===== config.mk =====
export PLATFORM = sky130hd
export DESIGN_NAME = tdm_demux_4ch
export DESIGN_NICKNAME = d
export VERILOG_FILES = /design/src/rtl/tdm_demux_4ch.sv
export SDC_FILE = /design/constraint.sdc
export NUM_CORES = 1
export LEC_CHECK = 0
export ABC_AREA = 1
export BUFFER_PORTS_ARGS = -buffer_cell sky130_fd_sc_hd__buf_4
export CAP_MARGIN = 10
export CORE_MARGIN = 5
export CORE_UTILIZATION = 49
export CTS_CLUSTER_DIAMETER = 50
export DETAILED_ROUTE_END_ITERATION = 10
export PLACE_DENSITY_LB_ADDON = 0.25
export SETUP_SLACK_MARGIN = 0.4
export SYNTH_ARGS = -nofsm -noshare
export SYNTH_HDL_FRONTEND = slang
export SYNTH_SLANG_ARGS = --single-unit

===== constraint.sdc =====
create_clock -name clk -period 2.4 [get_ports clk]
set_clock_uncertainty 0.2 [all_clocks]
set_input_delay 0.48 -clock clk [delete_from_list [all_inputs] [get_ports clk]]
set_output_delay 0.48 -clock clk [all_outputs]
set_load 0.005 [all_outputs]

===== src/rtl/tdm_demux_4ch.sv =====
// tdm_demux_4ch: routes a serial 4-slot TDM stream to four registered channel outputs.
// Framing is tracked by a HUNT/LOCKED FSM; in_sof marks slot 0.
module tdm_demux_4ch #(
   parameter int W = 8
) (
   input  logic         clk,
   input  logic         rst_n,
   input  logic         in_valid,
   input  logic         in_sof,
   input  logic [W-1:0] in_data,
   output logic [W-1:0] d0_out,
   output logic [W-1:0] d1_out,
   output logic [W-1:0] d2_out,
   output logic [W-1:0] d3_out,
   output logic [3:0]   d_valid,
   output logic         frame_done,
   output logic         locked,
   output logic         sync_err,
   output logic [1:0]   slot
);
   typedef enum logic {HUNT, LOCKED} state_t;
   state_t     state, nxt_state;
   logic [1:0] nxt_slot;
   logic [1:0] wr_ch;
   logic       wr;
   logic       err;
   always_ff @(posedge clk) begin
      if (!rst_n) begin
         state <= HUNT;
         slot  <= 2'd0;
      end else begin
         state <= nxt_state;
         slot  <= nxt_slot;
      end
   end
   // An SOF always resyncs to slot 1; it is an error only if it arrives mid-frame.
   always_comb begin
      nxt_state = state;
      nxt_slot  = slot;
      wr        = 1'b0;
      wr_ch     = slot;
      err       = 1'b0;
      if (in_valid && in_sof) begin
         nxt_state = LOCKED;
         nxt_slot  = 2'd1;
         wr        = 1'b1;
         wr_ch     = 2'd0;
         err       = state == LOCKED && slot != 2'd0;
      end else if (in_valid && state == LOCKED) begin
         nxt_state = slot == 2'd0 ? HUNT : LOCKED;
         err       = slot == 2'd0;
         wr        = slot != 2'd0;
         nxt_slot  = slot == 2'd0 ? 2'd0 : slot + 2'd1;
      end
   end
   always_comb locked = state == LOCKED;
   always_ff @(posedge clk) begin
      if (!rst_n) begin
         d0_out     <= '0;
         d1_out     <= '0;
         d2_out     <= '0;
         d3_out     <= '0;
         d_valid    <= 4'b0000;
         frame_done <= 1'b0;
         sync_err   <= 1'b0;
      end else begin
         d0_out     <= wr && wr_ch == 2'd0 ? in_data : d0_out;
         d1_out     <= wr && wr_ch == 2'd1 ? in_data : d1_out;
         d2_out     <= wr && wr_ch == 2'd2 ? in_data : d2_out;
         d3_out     <= wr && wr_ch == 2'd3 ? in_data : d3_out;
         d_valid    <= wr ? 4'b0001 << wr_ch : 4'b0000;
         frame_done <= wr && wr_ch == 2'd3;
         sync_err   <= sync_err | err;
      end
   end
endmodule


# Word level (Yosys, flattened, before mapping)
# Index checks and enable logic that the tools add are counted.
dict set report op_classes {
  add_sub_neg 1
  eq_ne 3
  n_shift 1
  muxes 11
  bitwise 2
  n_reduce_logical 13
}
# cell count
set op_table {}
lappend op_table {{1-bit two-way mux} 9}
lappend op_table {{1-bit logical AND} 7}
lappend op_table {{2-bit == test (second input constant)} 2}
lappend op_table {{2-bit logical NOT} 2}
lappend op_table {{2-bit two-way mux} 2}
lappend op_table {{2-bit nonzero test} 2}
lappend op_table {{1-bit by 2-bit << shifter with 4-bit output (first input constant)} 1}
lappend op_table {{2-bit by 1-bit adder with 2-bit output (second input constant)} 1}
lappend op_table {{2-bit by 1-bit == test with 1-bit output (second input constant)} 1}
lappend op_table {{2-bit AND reduction} 1}
lappend op_table {{2-bit OR reduction} 1}
lappend op_table {{1-bit inverter} 1}
lappend op_table {{1-bit bitwise OR} 1}
dict set report totals {
  ff_bits 41
  input_bits 12
  output_inout_bits 41
  elab_cells 41
}

# Depth between registers and ports, before layout
# Gate-level depths: netlist of run 1.
dict set report logic_depth {
  word_depth 4
  depth_mapped 9
  depth_no_buf 8
}

# Worst setup path before layout of run 1
# Ideal clock, no wire load.
dict set report synth_timing {
  path_kind {reg-to-reg}
  start {register slot[1]}
  end {register d1_out[0]}
  setup_time_ns 0.113
  t_arrival_ns 1.428
  required_ns 2.087
  path_slack_ns 0.659
  path_stages_with_launch 10
  path_buffers 1
  period_less_slack_ns 1.741
  path_cell_list {dfxtp_1 inv_1 ha_1 inv_1 nand3_1 nand2_1 buf_2 nand3_1 nand2_1 nor2_1}
}
dict set report synth_between {
  elab_chain_cells 4
  elab_cells_between_ends 6
  cone_classes {eq/ne: 1; mux: 3; reduce/logical: 2}
}
# element line_no
set synth_lines {}
lappend synth_lines {{from (decl)} 19} ;# output logic [1:0] slot
lappend synth_lines {{from (signal assigned)} 33} ;# slot <= nxt_slot;
lappend synth_lines {{2-bit nonzero test} 52} ;# wr = slot != 2'd0;
lappend synth_lines {{1-bit two-way mux} 49} ;# end else if (in_valid && state == LOCKED) begin
lappend synth_lines {{1-bit two-way mux} 43} ;# if (in_valid && in_sof) begin
lappend synth_lines {{1-bit logical AND (*)} 68} ;# d1_out <= wr && wr_ch == 2'd1 ? in_data : d1_out;
lappend synth_lines {{to (signal assigned)} 68}
lappend synth_lines {{to (decl)} 12} ;# output logic [W-1:0] d1_out,
# Mark *: on every way between the ends. The rest lies on a longest branch, timed or not.
# A chain may end at the register's enable or synchronous reset.

# Final worst setup path of run 1
dict set report layout_timing {
  start {register slot[0]}
  end {register d0_out[4]}
}
dict set report layout_between {
  elab_chain_cells 4
  elab_cells_between_ends 6
  cone_classes {mux: 3; reduce/logical: 3}
}
# element line_no
set layout_lines {}
lappend layout_lines {{2-bit nonzero test} 52}
lappend layout_lines {{1-bit two-way mux} 49}
lappend layout_lines {{1-bit two-way mux} 43}
lappend layout_lines {{1-bit logical AND (*)} 67} ;# d0_out <= wr && wr_ch == 2'd0 ? in_data : d0_out;
lappend layout_lines {{to (signal assigned)} 67}
lappend layout_lines {{to (decl)} 11} ;# output logic [W-1:0] d0_out,
# Marks and branches as above.

==> implementation parameters, run 1 <==
Parameter                              Value

Detailed routing
  Drc violations ... 0
  Detailed router's first-iteration violation count ... 97
  Overall via count from detail_route ... around 1600
  Number of nets still failing antenna checks after routing ... 0
  Overall routed net length ... slightly below 4 mm
  DR vias/cell ... just under 5
  Count of TritonRoute iterations in the first routing pass ... 4
  Routed wirelength normalized by instance count ... 11.9 um

CTS
  Skew-Pair Late Insertion Delay ... between 300 and 400 ps
  CTS max path bufs ... 2
  Clock tree from TritonCTS ... yes
  Number of buffers inserted by hold repair at cts ... 0
  Clock slew at reported path FFs ... about 110 ps
  Clock root buffer master ... clkbuf_4
  Clk sinks ... slightly above 40
  Cts bufs inserted ... 5
  Post-CTS sizing ... 0
  Max H-tree Level ... 2
  Number of buffers inserted to repair setup after CTS ... 0

Global route
  Wire length of the first global-routing pass ... ~6.4 mm
  Largest net degree at the start of global routing ... 38
  All-layer global routing usage ... 18.5%
  Via count of the first global-routing pass ... 1401
  Overflow left after global routing ... 0
  Number of antenna violations at the first check in global routing ... 0

Power
  Power share of the sequential group ... approximately 54%
  PwrDens ... between 600 and 700 nW/um2
  Clk network pwr share ... a little over a third
  Sw Pwr ... approximately 320 uW
  Cell leakage power ... around 1.0 nW
  Net Sw Frac ... a little under a quarter
  Cell Int Power ... between 1 and 1.5 mW
  Worst ir drop on vdd ... around 440 uV
  Gate power share ... between 10% and 20%
  Sum of internal, switching and leakage power ... between 1 and 1.5 mW

Yosys
  Top cell type by total area after synthesis ... dfxtp_1
  Cell types with the largest area share after synthesis ... dfxtp_1, nand2_1, nor2_1, nand3_1, a21oi_1
  Post-synthesis register bit count ... 41
  Warnings, synthesis ... 0
  Unique masters post-synth ... 20
  Syn_nets ... 246
  Area of the mapped netlist ... 1670 um2
  Sequential fraction of the synthesis area ... 49.1%
  Number of instances in the synthesized netlist ... 231
  Syn avg cell area ... 7.24 um2
  Synth top area share ... 49.1%

STA
  Min Clock Period, post-route ... 1820 ps
  Transition at the pin with the smallest max-transition slack ... about 640 ps
  Final Hold Violating Endpoints ... 0
  Final WS setup ... about 580 ps
  Worst rel slew slack ... 57.1%
  Peak Freq ... 550 MHz
  # setup viols final ... 0
  RSZ-0062 raised after global routing ... no
  Setup TNS ... 0 ps
  Number of slew-limit violations in the final report ... 0
  Final period utilization ... 75.7%

Die
  Die width ... about 70 um
  Total number of placement rows ... 21
  Die ar. ... around 4700 um2
  Core box area ... roughly 3300 um2
  # IOs ... 53
  Vertical die dimension ... between 60 and 70 um
  Starting utilization of the core area ... between 50% and 60%

Run status
  Run status ... finished, final reports clean

Place
  Post-DP HPWL ... 2.71 mm
  Gp weighted congestion ... between 0.8 and 0.9
  Placement Setup Slack ... around 420 ps
  Total cell area at the placement stage ... 2080 um2
  Port Buffers ... 52

Setup path
  Data arrival, critical path ... around 1900 ps
  Nature of the critical path endpoint ... flip-flop
  Startpoint kind of the worst setup timing path ... flip-flop
  Slowest cell on the critical path ... dfxtp_1
  Top delay family on crit path ... simple AND/OR/NAND/NOR gates
  Worst path max stage delay ... 420 ps
  Critical Path, Cell by Cell ... inv_2, ha_1, inv_1, nand3_1, nand2_1, buf_6, nand3_1, nand2_1, nor2_1
  Req. time, crit path ... between 2000 and 2500 ps
  Reg2reg setup slack ... 580 ps
  Peak fanout along the critical path ... 32
  Buffers plus inverters on the worst setup path ... 3
  Classification of the worst setup path ... flip-flop to flip-flop

Final layout
  Final cell area excluding filler cells ... 2170 um2
  Most common library cell in the layout ignoring fill and taps ... buf_4
  Antenna diode count ... 0
  Post-layout nets ... around 300
  P&R area growth vs syn ... 29.7%
  Commonest non-fill, non-tap cells in the layout ... buf_4, nand2_1, nor2_1
  Ratio of cells with drive above 1 in the final layout ... between 20% and 30%

Job
  Count of max-cap constraint violations ... 0

Worst hold path
  Min-delay worst type ... input pin to flip-flop
==> tightest hold or removal path, cell delays in order <==
cell	delay (ps)
buf_4	90
a21oi_1	50
nand2_1	50
nand2_1	40
inv_1	40
==> Yosys cell counts <==
cell type and n:
inv_1 13, nand3_1 27, nor2_4 2, nor2_2 2, buf_2 6, a21boi_0 1
ha_1 3, nor3_1 3, buf_1 2, o211ai_1 1, clkbuf_1 1, a21oi_1 18
nand2_2 1, buf_4 2, inv_2 2, o21ai_0 1, nor2_1 52, o21ai_2 1
nand2_1 52, dfxtp_1 41
==> cell type report <==
type | instances | area (um2)
Fill cell | 326 | 1140
Inverter | 15 | 56.3
Clock buffer | 7 | 55.1
Timing Repair Buffer | 54 | 409
Tap cell | 46 | 57.6
Multi-Input combinational cell | 164 | 738
Sequential cell | 41 | 822
Clock inverter | 1 | 30.0
==> registers in the layout, indices dropped and copies added, names as in the netlist <==
name / cells
d0_out: 8
d1_out: 8
d2_out: 8
d3_out: 8
d_valid: 4
slot: 2
frame_done: 1
locked: 1
sync_err: 1
==> power by group through the flow <==
| stage | Clock (mW) | Sequential (mW) | Combinational [mW] |
|---|---|---|---|
| floorplan | 0 | 0.724 | 0.0866 |
| global route | 0.507 | 0.712 | 0.168 |
| detailed placement | 0 | 0.724 | 0.146 |
| CTS | 0.476 | 0.709 | 0.147 |
| finish | 0.467 | 0.709 | 0.147 |
| global placement | 0 | 0.725 | 0.143 |
==> layer usage <==
metal / part of all wire, % / vias up / GRT usage (%)
met5: 0 / - / 0
li1: - / 832 / -
met2: 46 / 47 / 29.9
met3: 9.0 / 7 / 6.40
met1: 43 / 690 / 22.7
met4: 1.5 / 0 / 6.70
==> through the flow <==
step	cells	hold WS, ps	util (%)
floorplan	231	275	-
global placement	320	265	62.8
detailed placement	320	270	62.8
CTS	328	216	65.3
global route	328	243	65.5
finish	328	224	65.5
==> path summary, 6_finish.rpt <==
kind / from / to / depth (start not counted)
max: slot[0] / d0_out[4] / 9
min: in_sof / sync_err / 5
max reg2reg: slot[0] / d0_out[4] / 9
min reg2reg: d2_out[5] / d2_out[5] / 2
==> cell families after synthesis <==
logic type / share of synthesized area (%)
simple gates: 34.8
flops: 49.1
buf+inv: 6.74
fa+ha+maj: 2.25
compound gates: 7.11
Note: power is estimated with default switching activity, not from simulation.
==> run 2: changes to the inputs <==
Clock period 2.4 ns to 1.85 ns, I/O delays scaled along.
==> implementation parameters, run 2 (synthesis results as in run 1) <==
Parameter                              Value

Detailed routing
  Number of nets still failing antenna checks after routing ... 0
  Count of TritonRoute iterations in the first routing pass ... 4
  Detailed router's first-iteration violation count ... between 150 and 200
  Drc violations ... 0
  DR vias/cell ... 5.03
  Overall via count from detail_route ... between 1500 and 2000
  Overall routed net length ... 4.97 mm
  Routed wirelength normalized by instance count ... 14.4 um

Place
  Port Buffers ... 52
  Total cell area at the placement stage ... 2150 um2
  Gp weighted congestion ... approximately 0.80
  Post-DP HPWL ... 2.99 mm

CTS
  Clock root buffer master ... clkbuf_4
  Number of buffers inserted by hold repair at cts ... 0
  Clk sinks ... about 40
  Clock slew at reported path FFs ... 120 ps
  Clock tree from TritonCTS ... yes
  Skew-Pair Late Insertion Delay ... around 350 ps
  Max H-tree Level ... 2
  CTS max path bufs ... 2
  Cts bufs inserted ... 5

Global route
  All-layer global routing usage ... 20.0%
  Via count of the first global-routing pass ... 1532
  Largest net degree at the start of global routing ... 30
  Overflow left after global routing ... 0
  Wire length of the first global-routing pass ... around 7.0 mm
  Number of antenna violations at the first check in global routing ... 0

Final layout
  Post-layout nets ... ~310
  Ratio of cells with drive above 1 in the final layout ... around two fifths
  P&R area growth vs syn ... 53.1%
  Antenna diode count ... 0
  Fillers ... between 200 and 250
  Most common library cell in the layout ignoring fill and taps ... buf_4
  Final cell area excluding filler cells ... around 2600 um2
  Commonest non-fill, non-tap cells in the layout ... buf_4, nand2_1, nor2_1

Setup path
  Slowest cell on the critical path ... dfxtp_4
  Peak fanout along the critical path ... 8
  Classification of the worst setup path ... flip-flop to flip-flop
  Startpoint kind of the worst setup timing path ... flip-flop
  Critical Path, Cell by Cell ... inv_4, ha_4, inv_2, nand3_4, nand2_8, buf_12, nand3_2, nand2_1, nor2_1
  Worst path max stage delay ... 420 ps
  Req. time, crit path ... roughly 1900 ps
  Data arrival, critical path ... ~1700 ps
  Nature of the critical path endpoint ... flip-flop
  Reg2reg setup slack ... 260 ps

STA
  # setup viols final ... 0
  Setup TNS ... 0 ps
  Peak Freq ... ~630 MHz
  RSZ-0062 raised after global routing ... yes
  Transition at the pin with the smallest max-transition slack ... between 500 and 600 ps
  Min Clock Period, post-route ... ~1600 ps
  Final period utilization ... around 86%
  Final Hold Violating Endpoints ... 0
  Worst rel slew slack ... just over 60%
  Number of slew-limit violations in the final report ... 0

Power
  Cell leakage power ... 1.17 nW
  Cell Int Power ... between 1 and 1.5 mW
  Sw Pwr ... between 400 and 500 uW
  Gate power share ... ~16%
  Power share of the sequential group ... roughly 52%
  PwrDens ... 692 nW/um2
  Clk network pwr share ... between 30% and 40%
  Net Sw Frac ... a little over a quarter
  Worst ir drop on vdd ... about 530 uV

Run status
  Run status ... finished, final reports clean

Die
  Die width ... slightly below 70 um
  Total number of placement rows ... 21
  Core box area ... 3310 um2
  # IOs ... 53
  Die ar. ... 4680 um2
  Starting utilization of the core area ... 50.5%
  Vertical die dimension ... 68.4 um

Worst hold path
  Min-delay worst type ... input pin to flip-flop

Job
  Count of max-cap constraint violations ... 0
run 2: worst paths after layout:
| path | startpoint | end | depth (start not counted) |
|---|---|---|---|
| max reg2reg | slot[1] | d1_out[7] | 9 |
| max | slot[1] | d1_out[7] | 9 |
| min | in_sof | sync_err | 5 |
| min reg2reg | d3_out[7] | d3_out[7] | 2 |
run 2: cell type report:
type | count | area [um2] | share of cell area (%)
repair buffers | 71 | 618 | 24.2
flip-flops and latches | 41 | 838 | 32.8
clock buffers | 8 | 80.1 | 3.13
multi-input cells | 165 | 901 | 35.2
well taps | 46 | 57.6 | 2.25
inverters | 15 | 63.8 | 2.49
run 2: metrics by stage:
| step | setup WS [ps] | instances | hold slack [ps] | power, mW | utilization, % |
|---|---|---|---|---|---|
| 4_1_cts | 307 | 338 | 99.8 | 1.71 | 70.2 |
| 6_report | 255 | 346 | 99.5 | 1.77 | 77.3 |
| 5_1_grt | 180 | 346 | 119 | 1.84 | 77.3 |
| 3_5_place_dp | 146 | 322 | 276 | 1.15 | 65.0 |
| 2_1_floorplan | 405 | 231 | 275 | 1.07 | - |
| 3_3_place_gp | 157 | 322 | 266 | 1.14 | 65.0 |
run 2: what timing repair did:
item / in CTS / in global routing
pin swaps: 2 / 19
resized for setup: 4 / 36
buffers inserted: 8 / 6
gates cloned: 0 / 2
endpoints found under the setup margin: 39 / 46
run 2: power by group through the flow:
stage | combinational (mW) | sequential, mW | clock, mW
floorplan | 0.125 | 0.940 | 0
global placement | 0.201 | 0.941 | 0
detailed placement | 0.206 | 0.941 | 0
CTS | 0.222 | 0.921 | 0.571
global route | 0.302 | 0.927 | 0.613
finish | 0.275 | 0.924 | 0.572
run 2: layer usage:
metal  vias up  track usage, %  routed length (um)
met5         -               0                   0
met1       794            25.7                2150
li1        870               -                   -
met2        72            31.7                2400
met3         6            5.91                 364
met4         0            6.70                  55
run 2: worst max-delay path: cells and delay by family, from the launching register on:
family                   cells  cell delay [ps]
flip-flops                   1              420
AND/OR/NAND/NOR              5              470
buffers and inverters        3              260
adder cells (fa/ha/maj)      1              160
